[config.mk]
export PLATFORM = sky130hd
export DESIGN_NAME = cuadrante_scheduler
export DESIGN_NICKNAME = d
export VERILOG_FILES = /design/src/rtl/cuadrante_pkg.sv /design/src/rtl/cuadrante_scheduler_btn_debounce.sv /design/src/rtl/cuadrante_scheduler.sv
export SDC_FILE = /design/constraint.sdc
export NUM_CORES = 1
export LEC_CHECK = 0
export BUFFER_PORTS_ARGS = -buffer_cell sky130_fd_sc_hd__buf_4
export CAP_MARGIN = 20
export CORE_ASPECT_RATIO = 1.5
export CORE_MARGIN = 2
export CORE_UTILIZATION = 50
export CTS_CLUSTER_DIAMETER = 150
export DETAILED_ROUTE_END_ITERATION = 12
export GPL_TIMING_DRIVEN = 1
export PLACE_DENSITY_LB_ADDON = 0.2
export REMOVE_ABC_BUFFERS = 1
export SYNTH_ARGS = -nofsm -noshare
export SYNTH_HDL_FRONTEND = slang
export SYNTH_SLANG_ARGS = --single-unit
[constraint.sdc]
create_clock -name clk -period 2 [get_ports clk]
set_clock_uncertainty 0.2 [all_clocks]
set_input_delay 0.5 -clock clk [delete_from_list [all_inputs] [get_ports clk]]
set_output_delay 0.5 -clock clk [all_outputs]
set_load 0.01 [all_outputs]
[src/rtl/cuadrante_pkg.sv]
// Shared types and helpers for the frame-synchronous section scheduler.
// Section values are 3 bits wide; sec_inc/sec_dec wrap modulo n.
package cuadrante_pkg;

  typedef enum logic {S_IDLE, S_PEND} sched_state_t;

  typedef logic [2:0] seccion_t;

  localparam int NUM_SECTIONS_DEF = 5;

  function automatic seccion_t sec_inc(seccion_t s, int n);
    if (int'(s) >= n - 1) return '0;
    return s + 3'd1;
  endfunction

  function automatic seccion_t sec_dec(seccion_t s, int n);
    if (s == '0) return seccion_t'(n - 1);
    return s - 3'd1;
  endfunction

endpackage

[src/rtl/cuadrante_scheduler_btn_debounce.sv]
// Push-button conditioner: 2-flop synchronizer, stability counter, and a
// one-cycle pulse on each accepted press. Ports: clk, reset, btn_i, pulse_o.
module btn_debounce #(
  parameter int DEBOUNCE_CYCLES = 500000
) (
  input  logic clk,
  input  logic reset,
  input  logic btn_i,
  output logic pulse_o
);

  localparam int CW = (DEBOUNCE_CYCLES > 1) ? $clog2(DEBOUNCE_CYCLES) : 1;
  localparam logic [CW-1:0] CMAX = CW'(DEBOUNCE_CYCLES - 1);

  logic          sync1_q;
  logic          sync2_q;
  logic          stable_q;
  logic          pulse_q;
  logic [CW-1:0] cnt_q;

  // The count only runs while the synchronized level disagrees with the
  // accepted level; any bounce back restarts it. The pulse is registered
  // together with the stable level, so only releases stay silent.
  always_ff @(posedge clk) begin
    if (reset) begin
      sync1_q  <= 1'b0;
      sync2_q  <= 1'b0;
      stable_q <= 1'b0;
      pulse_q  <= 1'b0;
      cnt_q    <= '0;
    end else begin
      sync1_q <= btn_i;
      sync2_q <= sync1_q;
      pulse_q <= 1'b0;
      if (sync2_q == stable_q) begin
        cnt_q <= '0;
      end else if (cnt_q == CMAX) begin
        cnt_q    <= '0;
        stable_q <= sync2_q;
        pulse_q  <= sync2_q;
      end else begin
        cnt_q <= cnt_q + 1'b1;
      end
    end
  end

  assign pulse_o = pulse_q;

endmodule

[src/rtl/cuadrante_scheduler.sv]
// Section sequencer: queues advances from button/auto counter and applies
// them on frame_tick. Inputs: clk, reset, btn_next, auto_en, frame_tick
// (btn_prev when CUAD_PREV_BTN_EN is defined). Outputs: cuadrante_actual,
// cuadrante_pend, pendiente, cambio.
module cuadrante_scheduler
  import cuadrante_pkg::*;
#(
  parameter int DEBOUNCE_CYCLES = 500000,
  parameter int FRAMES_PER_STEP = 60,
  parameter int NUM_SECTIONS    = NUM_SECTIONS_DEF
) (
  input  logic       clk,
  input  logic       reset,
  input  logic       btn_next,
`ifdef CUAD_PREV_BTN_EN
  input  logic       btn_prev,
`endif
  input  logic       auto_en,
  input  logic       frame_tick,
  output logic [2:0] cuadrante_actual,
  output logic [2:0] cuadrante_pend,
  output logic       pendiente,
  output logic       cambio
);

  localparam int FW = (FRAMES_PER_STEP > 1) ? $clog2(FRAMES_PER_STEP) : 1;
  localparam logic [FW-1:0] FMAX = FW'(FRAMES_PER_STEP - 1);

  sched_state_t  state_q, state_d;
  seccion_t      act_q, act_d;
  seccion_t      pend_q, pend_d;
  logic          cambio_q, cambio_d;
  logic [FW-1:0] fcnt_q;

  logic     adv_btn;
  logic     adv_auto;
  logic     adv;
  logic     inc;
  logic     dec;
  logic     step;
  seccion_t base;
  seccion_t nxt;

  btn_debounce #(
    .DEBOUNCE_CYCLES(DEBOUNCE_CYCLES)
  ) u_db_next (
    .clk    (clk),
    .reset  (reset),
    .btn_i  (btn_next),
    .pulse_o(adv_btn)
  );

  always_ff @(posedge clk) begin
    if (reset) begin
      fcnt_q <= '0;
    end else if (!auto_en) begin
      fcnt_q <= '0;
    end else if (frame_tick) begin
      fcnt_q <= (fcnt_q == FMAX) ? '0 : fcnt_q + 1'b1;
    end
  end

  assign adv_auto = auto_en & frame_tick & (fcnt_q == FMAX);
  assign adv      = adv_btn | adv_auto;

`ifdef CUAD_PREV_BTN_EN
  logic adv_prev;

  btn_debounce #(
    .DEBOUNCE_CYCLES(DEBOUNCE_CYCLES)
  ) u_db_prev (
    .clk    (clk),
    .reset  (reset),
    .btn_i  (btn_prev),
    .pulse_o(adv_prev)
  );

  // Next and prev in the same cycle cancel out.
  assign inc = adv & ~adv_prev;
  assign dec = adv_prev & ~adv;
`else
  assign inc = adv;
  assign dec = 1'b0;
`endif

  assign step = inc | dec;

  // Pending value builds on actual in IDLE and on itself in PEND.
  assign base = (state_q == S_PEND) ? pend_q : act_q;

  always_comb begin
    nxt = base;
    if (inc) nxt = sec_inc(base, NUM_SECTIONS);
    else if (dec) nxt = sec_dec(base, NUM_SECTIONS);
  end

  always_ff @(posedge clk) begin
    if (reset) begin
      state_q  <= S_IDLE;
      act_q    <= '0;
      pend_q   <= '0;
      cambio_q <= 1'b0;
    end else begin
      state_q  <= state_d;
      act_q    <= act_d;
      pend_q   <= pend_d;
      cambio_q <= cambio_d;
    end
  end

  always_comb begin
    state_d = state_q;
    unique case (state_q)
      S_IDLE: if (step && !frame_tick) state_d = S_PEND;
      S_PEND: if (frame_tick) state_d = S_IDLE;
      default: state_d = S_IDLE;
    endcase
  end

  // A tick applies whatever is queued, including a same-cycle advance,
  // so an auto advance lands in the frame whose tick produced it.
  always_comb begin
    act_d    = act_q;
    pend_d   = pend_q;
    cambio_d = 1'b0;
    if (step) pend_d = nxt;
    if (frame_tick && (state_q == S_PEND || step)) begin
      act_d    = nxt;
      pend_d   = nxt;
      cambio_d = 1'b1;
    end
  end

  assign cuadrante_actual = act_q;
  assign cuadrante_pend   = pend_q;
  assign pendiente        = (state_q == S_PEND) && (pend_q != act_q);
  assign cambio           = cambio_q;

endmodule

==> impl_metrics.toml, run 1 <==
[clock_network]
cts.clk_slew.worst_paths_ns = 0.07
cts_hold_buf = 0
cts_buffers = 5
cts_root_buf = "clkbuf_8"
cts_tree = "built"
postCtsSetupBuffers = 0
clock_sinks = 37
cts_buffer_depth = 2
htreeDepth = 2
clk_latency_ns = 0.29

[final_layout]
n_fill_cell = 282
final_core_util_pct = 66.5
fin_area_um2 = 2120
multi_input_area_um2 = 955
regArea_um2 = 747
drive_gt1_share_pct = 28.4
area.growth.synth_to_final_pct = 25.6
final_net_count = 232
diodes = 0

[floorplanning]
die_h_um = 75.2
die_w_um = 51.5
ios = 13
core-area_um2 = 3190
die-area_um2 = 3870
row_count = 25
initial_core_util_pct = 52.9

[detailed_routing]
first_pass_iters = 2
via_count = 1473
final_antenna_net_count = 0
top_layer = "met4"
route.met3.wl_um = 126
wl_met2_um = 2140
drt_iter0_markers = 37
routedWlPerCell_um = 14.6
m1WireLength_um = 1470
drc = 0
wirelength_um = 3860
viasPerCell = 5.56

[grt]
grt_pass1_vias = 1525
grt_usage_pct = 22.2
grt_max_degree = 19
antenna_found_initial = 0
grt_pass1_wl_um = 6370
grt-ovfl-total = 0

[place]
place_hpwl_um = 2880
postPlaceCellArea_um2 = 1980
gp_congestion = 0.788
dp_slack_ns = -0.0660
io_buffer_count = 12

[sta]
min_period_over_period_pct = 96.7
fmax_mhz = 517
min_period_ns = 1.93
setup_viol = 0
worst_slew_pin_slew_ns = 0.520
hold_viol_final = 0
fin_ws_ns = 0.0651
rsz0062_at_grt = "false"
slew-limit-headroom_pct = 65.2
whs_ns = 0.220
finalMaxSlewViolations = 0

[yosys]
ys_seq_elements = 37
synth_edf_count = 0
synth_largest_area_cell = "dfxtp_1"
synth_cell_types = 38
yosysSeqAreaShare_pct = 43.9
syn_area_per_cell_um2 = 8.98
synth_top_area_share_pct = 43.9
synth_cells = 188
synth_ff_type = "dfxtp_1"
ys_warn_count = 0
syn_area_um2 = 1690
async_flop_share_pct = 0
synth.area.top_cells = "dfxtp_1, xnor2_1, nor2_1"

[power]
p_leak_nw = 0.739
vdd_drop_max_uv = 535
power.density_nw_per_um2 = 606

[setup_path]
cpPeakStageDelay_ns = 0.53
rrSetupSlack_ns = 0.07
critical_path.cell_chain = "or4_4 > or3_4 > or3_1 > a21oi_1"
startpoint_type = "flop"
crit_type = "reg -> reg"
crit_family = "simple AND/OR/NAND/NOR gates"
end_kind = "flop"
worstSetupPathDepth = 4
crit_buf_inv = 0
r2r_cells = 4
path_max_fanout = 3
worstPathRequired_ns = 2.02
crit_arrival_ns = 1.96
slowest_stage = "or4_4"

[run]
maxCapViolations = 0

[worst_hold_path]
hold_path_class = "in -> reg"
min_path_cells = 2

[status]
outcome = "finished, final reports clean"
worst register-to-register path: stages (launching register included):
cell     delay [ns]
dfxtp_2        0.34
or4_4          0.53
or3_4          0.35
or3_1          0.31
a21oi_1        0.14
report_power, final:
group	internal [mW]	switching [mW]	total, mW	leakage [nW]
Combinational	0.0167	0.0206	0.0373	0.393
Sequential	0.740	0.00258	0.743	0.301
Clock	0.241	0.263	0.504	0.0450
cell type report:
| type | instances | share of cell area [%] |
|---|---|---|
| inverter | 7 | 1.24 |
| sequential | 37 | 35.2 |
| multi-input combinational | 140 | 45.0 |
| clock inverter | 2 | 0.472 |
| tap | 40 | 2.36 |
| timing repair buffer | 33 | 12.3 |
| clock buffer | 6 | 3.42 |
logic make-up (layout without fill, tap and decap cells):
group           after synthesis  after routing  share of synthesized area (%)
compound gates               25             25                           9.33
xor+xnor                     22             22                           11.4
fa+ha+maj                     3              3                           2.22
buf+inv                      11             48                           2.89
flops                        37             37                           43.9
mux                           4              4                           2.52
simple gates                 86             86                           27.8
layout by cell type (no fill, tap or decap), drive strengths merged, types with 2 or more instances in the layout:
cell type  synthesis  final
buf                1     33
or2                2      2
nor2b              4      4
xor2               8      8
xnor2             14     14
and3               3      3
a211oi             3      3
nand4              4      4
a21oi              7      7
or4                5      5
dfxtp             37     37
clkinv             0      2
clkbuf             3      6
a221oi             2      2
nor4               4      4
nand2             13     13
o21ai              6      6
ha                 3      3
or3                6      6
nor3               2      2
nor2              26     26
inv                7      7
mux2               2      2
o31ai              2      2
a31oi              3      3
mux2i              2      2
nand3              9      9
and4               3      3
metal layers:
metal / track usage [%] / vias to the layer above
met5: 0 / -
li1: - / 732
met1: 20.7 / 699
met3: 6.15 / 13
met4: 12.6 / 0
met2: 42.5 / 29
sequential cells by signal (all words and copies together), names as in the netlist:
name                flops
cuadrante_actual        3
u_db_next.cnt_q        19
state_q                 1
fcnt_q                  6
u_db_next.pulse_o       1
cambio                  1
cuadrante_pend          3
u_db_next.sync1_q       1
u_db_next.sync2_q       1
u_db_next.stable_q      1
what timing repair did:
action | in CTS | in global routing
endpoints found under the setup margin | 4 | 25
gates resized for setup | 1 | 15
pin swaps | 2 | 4
endpoints found under the hold margin | 0 | 0
final timing paths:
check                                           to          startpoint
worst max-delay path            u_db_next.stable_q  u_db_next.cnt_q[9]
worst min register to register   u_db_next.sync2_q   u_db_next.sync1_q
worst min-delay path             u_db_next.sync1_q            btn_next
worst max register to register  u_db_next.stable_q  u_db_next.cnt_q[9]
stage by stage:
step                total power, mW  instances  TNS, ns
floorplan                     0.771        184   -0.809
global placement              0.794        257  -0.0195
detailed placement            0.795        257   -0.157
CTS                            1.29        265        0
global route                   1.34        265        0
finish                         1.28        265        0
cells in the mapped netlist (all sizes together), types with 4 or more instances:
| master | instances |
|---|---|
| xnor2 | 14 |
| dfxtp | 37 |
| o21ai | 6 |
| nor2 | 26 |
| nor2b | 4 |
| or4 | 5 |
| inv | 7 |
| xor2 | 8 |
| nand3 | 9 |
| or3 | 6 |
| nand2 | 13 |
| nor4 | 4 |
| nand4 | 4 |
| a21oi | 7 |
Note: power is estimated with default switching activity, not from simulation.
==> inputs of run 2 (changes only) <==
--- a/config.mk
+++ b/config.mk
@@ -10,10 +10,10 @@
 export CORE_ASPECT_RATIO = 1.5
 export CORE_MARGIN = 2
 export CORE_UTILIZATION = 50
-export CTS_CLUSTER_DIAMETER = 150
+export CTS_CLUSTER_DIAMETER = 80
 export DETAILED_ROUTE_END_ITERATION = 12
 export GPL_TIMING_DRIVEN = 1
-export PLACE_DENSITY_LB_ADDON = 0.2
+export PLACE_DENSITY = 0.71
 export REMOVE_ABC_BUFFERS = 1
 export SYNTH_ARGS = -nofsm -noshare
 export SYNTH_HDL_FRONTEND = slang
==> run 2 against run 1 <==
Worst setup slack worse by 0.028 ns. Maximum frequency is 1.4% lower. Critical path depth stayed put. Global-route usage is 0.79 points higher. Total power is 0.69% lower. Count of clock-buffer cells in the layout stayed put. Clock power is 2% lower. Largest power group unchanged. Die area stayed put. Wire length is 0.62% higher.
==> impl_metrics.toml, run 2 (same netlist as run 1, synthesis figures left out) <==
[status]
outcome = "finished, final reports clean"

[power]
power.density_nw_per_um2 = 601
p_seq_share_pct = 58.3
vdd_drop_max_uv = 548
switching_share_pct = 21.8
power_switching_mw = 0.277
internal-power_mw = 0.998
p_leak_nw = 0.735
power_mw = 1.28
power.share.combinational_pct = 2.8
pwr-share-clk_pct = 38.9

[setup_path]
r2r_cells = 4
timing.critical_path.from = "u_db_next.cnt_q[11]"
crit_arrival_ns = 1.95
crit_end = "u_db_next.cnt_q[1]"
timing.rr.start = "u_db_next.cnt_q[11]"
path_max_fanout = 2
end_kind = "flop"
rrSetupSlack_ns = 0.04
startpoint_type = "flop"
r2r_end = "u_db_next.cnt_q[1]"
worstPathRequired_ns = 1.98
crit_type = "reg -> reg"

[place]
postPlaceCellArea_um2 = 1970
io_buffer_count = 12
gp_congestion = 0.808
place_hpwl_um = 2740

[detailed_routing]
drc = 0
final_antenna_net_count = 0
wirelength_um = 3880
first_pass_iters = 4
via_count = 1486
drt_iter0_markers = 40
viasPerCell = 5.63
routedWlPerCell_um = 14.7

[floorplanning]
die_h_um = 75.2
core-area_um2 = 3190
die-area_um2 = 3870
ios = 13
row_count = 25
die_w_um = 51.5
initial_core_util_pct = 52.9

[sta]
setup_tns_ns = 0
finalMaxSlewViolations = 0
hold_viol_final = 0
rsz0062_at_grt = "true"
min_period_over_period_pct = 98.2
slew-limit-headroom_pct = 66.0
setup_viol = 0
min_period_ns = 1.96
worst_slew_pin_slew_ns = 0.507
fmax_mhz = 509

[clock_network]
cts_root_buf = "clkbuf_8"
postCtsSetupBuffers = 0
clock_sinks = 37
cts_buffers = 5
htreeDepth = 2
cts_tree = "built"
clk_latency_ns = 0.29
cts_buffer_depth = 2
cts.clk_slew.worst_paths_ns = 0.07

[final_layout]
reg_top3 = "u_db_next.cnt_q (19), fcnt_q (6)"
layout_commonest_cell = "buf_4"
area.growth.synth_to_final_pct = 25.6
top_register = "u_db_next.cnt_q"
regArea_um2 = 754
final_cell_mix = "buf_4, nor2_1, dfxtp_1, xnor2_1, nand2_1"
multi_input_area_um2 = 956
largest_reg_flops = 19
fin_area_um2 = 2120
diodes = 0
drive_gt1_share_pct = 31.3
n_fill_cell = 263
final_net_count = 231

[run]
maxCapViolations = 0

[worst_hold_path]
hold_path_class = "in -> reg"

[grt]
grt_pass1_vias = 1516
grt-ovfl-total = 0
grt_pass1_wl_um = 6480
grt_max_degree = 19
antenna_found_initial = 0
grt_usage_pct = 23.0
run 2: worst max-delay path, cell delays in order (launching register included):
cell and delay, ns:
dfxtp_2 0.32, nand4bb_1 0.17, or4_4 0.42, or4_4 0.55, and3_4 0.20
run 2: how the worst min path moves through the flow:
stage,depth (start not counted),start,end
6_report,2,btn_next,u_db_next.sync1_q
5_1_grt,1,u_db_next.cnt_q[0],u_db_next.cnt_q[0]
2_1_floorplan,1,u_db_next.sync1_q,u_db_next.sync2_q
4_1_cts,2,btn_next,u_db_next.sync1_q
3_3_place_gp,1,u_db_next.sync1_q,u_db_next.sync2_q
3_5_place_dp,1,u_db_next.sync1_q,u_db_next.sync2_q
run 2: layer usage:
layer / GRT usage, % / part of all wire [%] / up-vias
met5: 0 / 0 / -
met4: 15.8 / 1.7 / 0
met3: 5.56 / 3.4 / 4
met2: 42.3 / 58 / 31
met1: 22.2 / 37 / 716
li1: - / - / 735
run 2: power groups by stage:
stage / combinational, mW / sequential [mW] / clock (mW)
2_1_floorplan: 0.0114 / 0.759 / 0
3_3_place_gp: 0.0336 / 0.760 / 0
3_5_place_dp: 0.0347 / 0.760 / 0
4_1_cts: 0.0348 / 0.743 / 0.508
5_1_grt: 0.0404 / 0.743 / 0.543
6_report: 0.0362 / 0.743 / 0.496
run 2: area by class of cell:
type / count / share of cell area [%]
Multi-Input combinational cell: 140 / 45.0
Sequential cell: 37 / 35.6
Timing Repair Buffer: 32 / 11.9
Clock buffer: 6 / 3.42
Tap cell: 40 / 2.36
Inverter: 7 / 1.24
Clock inverter: 2 / 0.472
run 2: through the flow:
step | setup WS, ns | cells | hold WS (ns) | util (%)
after global routing | -0.00842 | 264 | 0.267 | 66.5
final | 0.0370 | 264 | 0.244 | 66.5
after global placement | -0.00258 | 256 | 0.229 | 61.7
after CTS | 0.0133 | 264 | 0.243 | 64.7
after detailed placement | -0.0534 | 256 | 0.259 | 61.7
after floorplan | -0.126 | 184 | 0.214 | -
run 2: what timing repair did:
action                     in CTS  in global routing
setup endpoints to repair       4                 24
gates resized for setup         3                 20
pin swaps                       1                  3
hold buffers                    0                  0
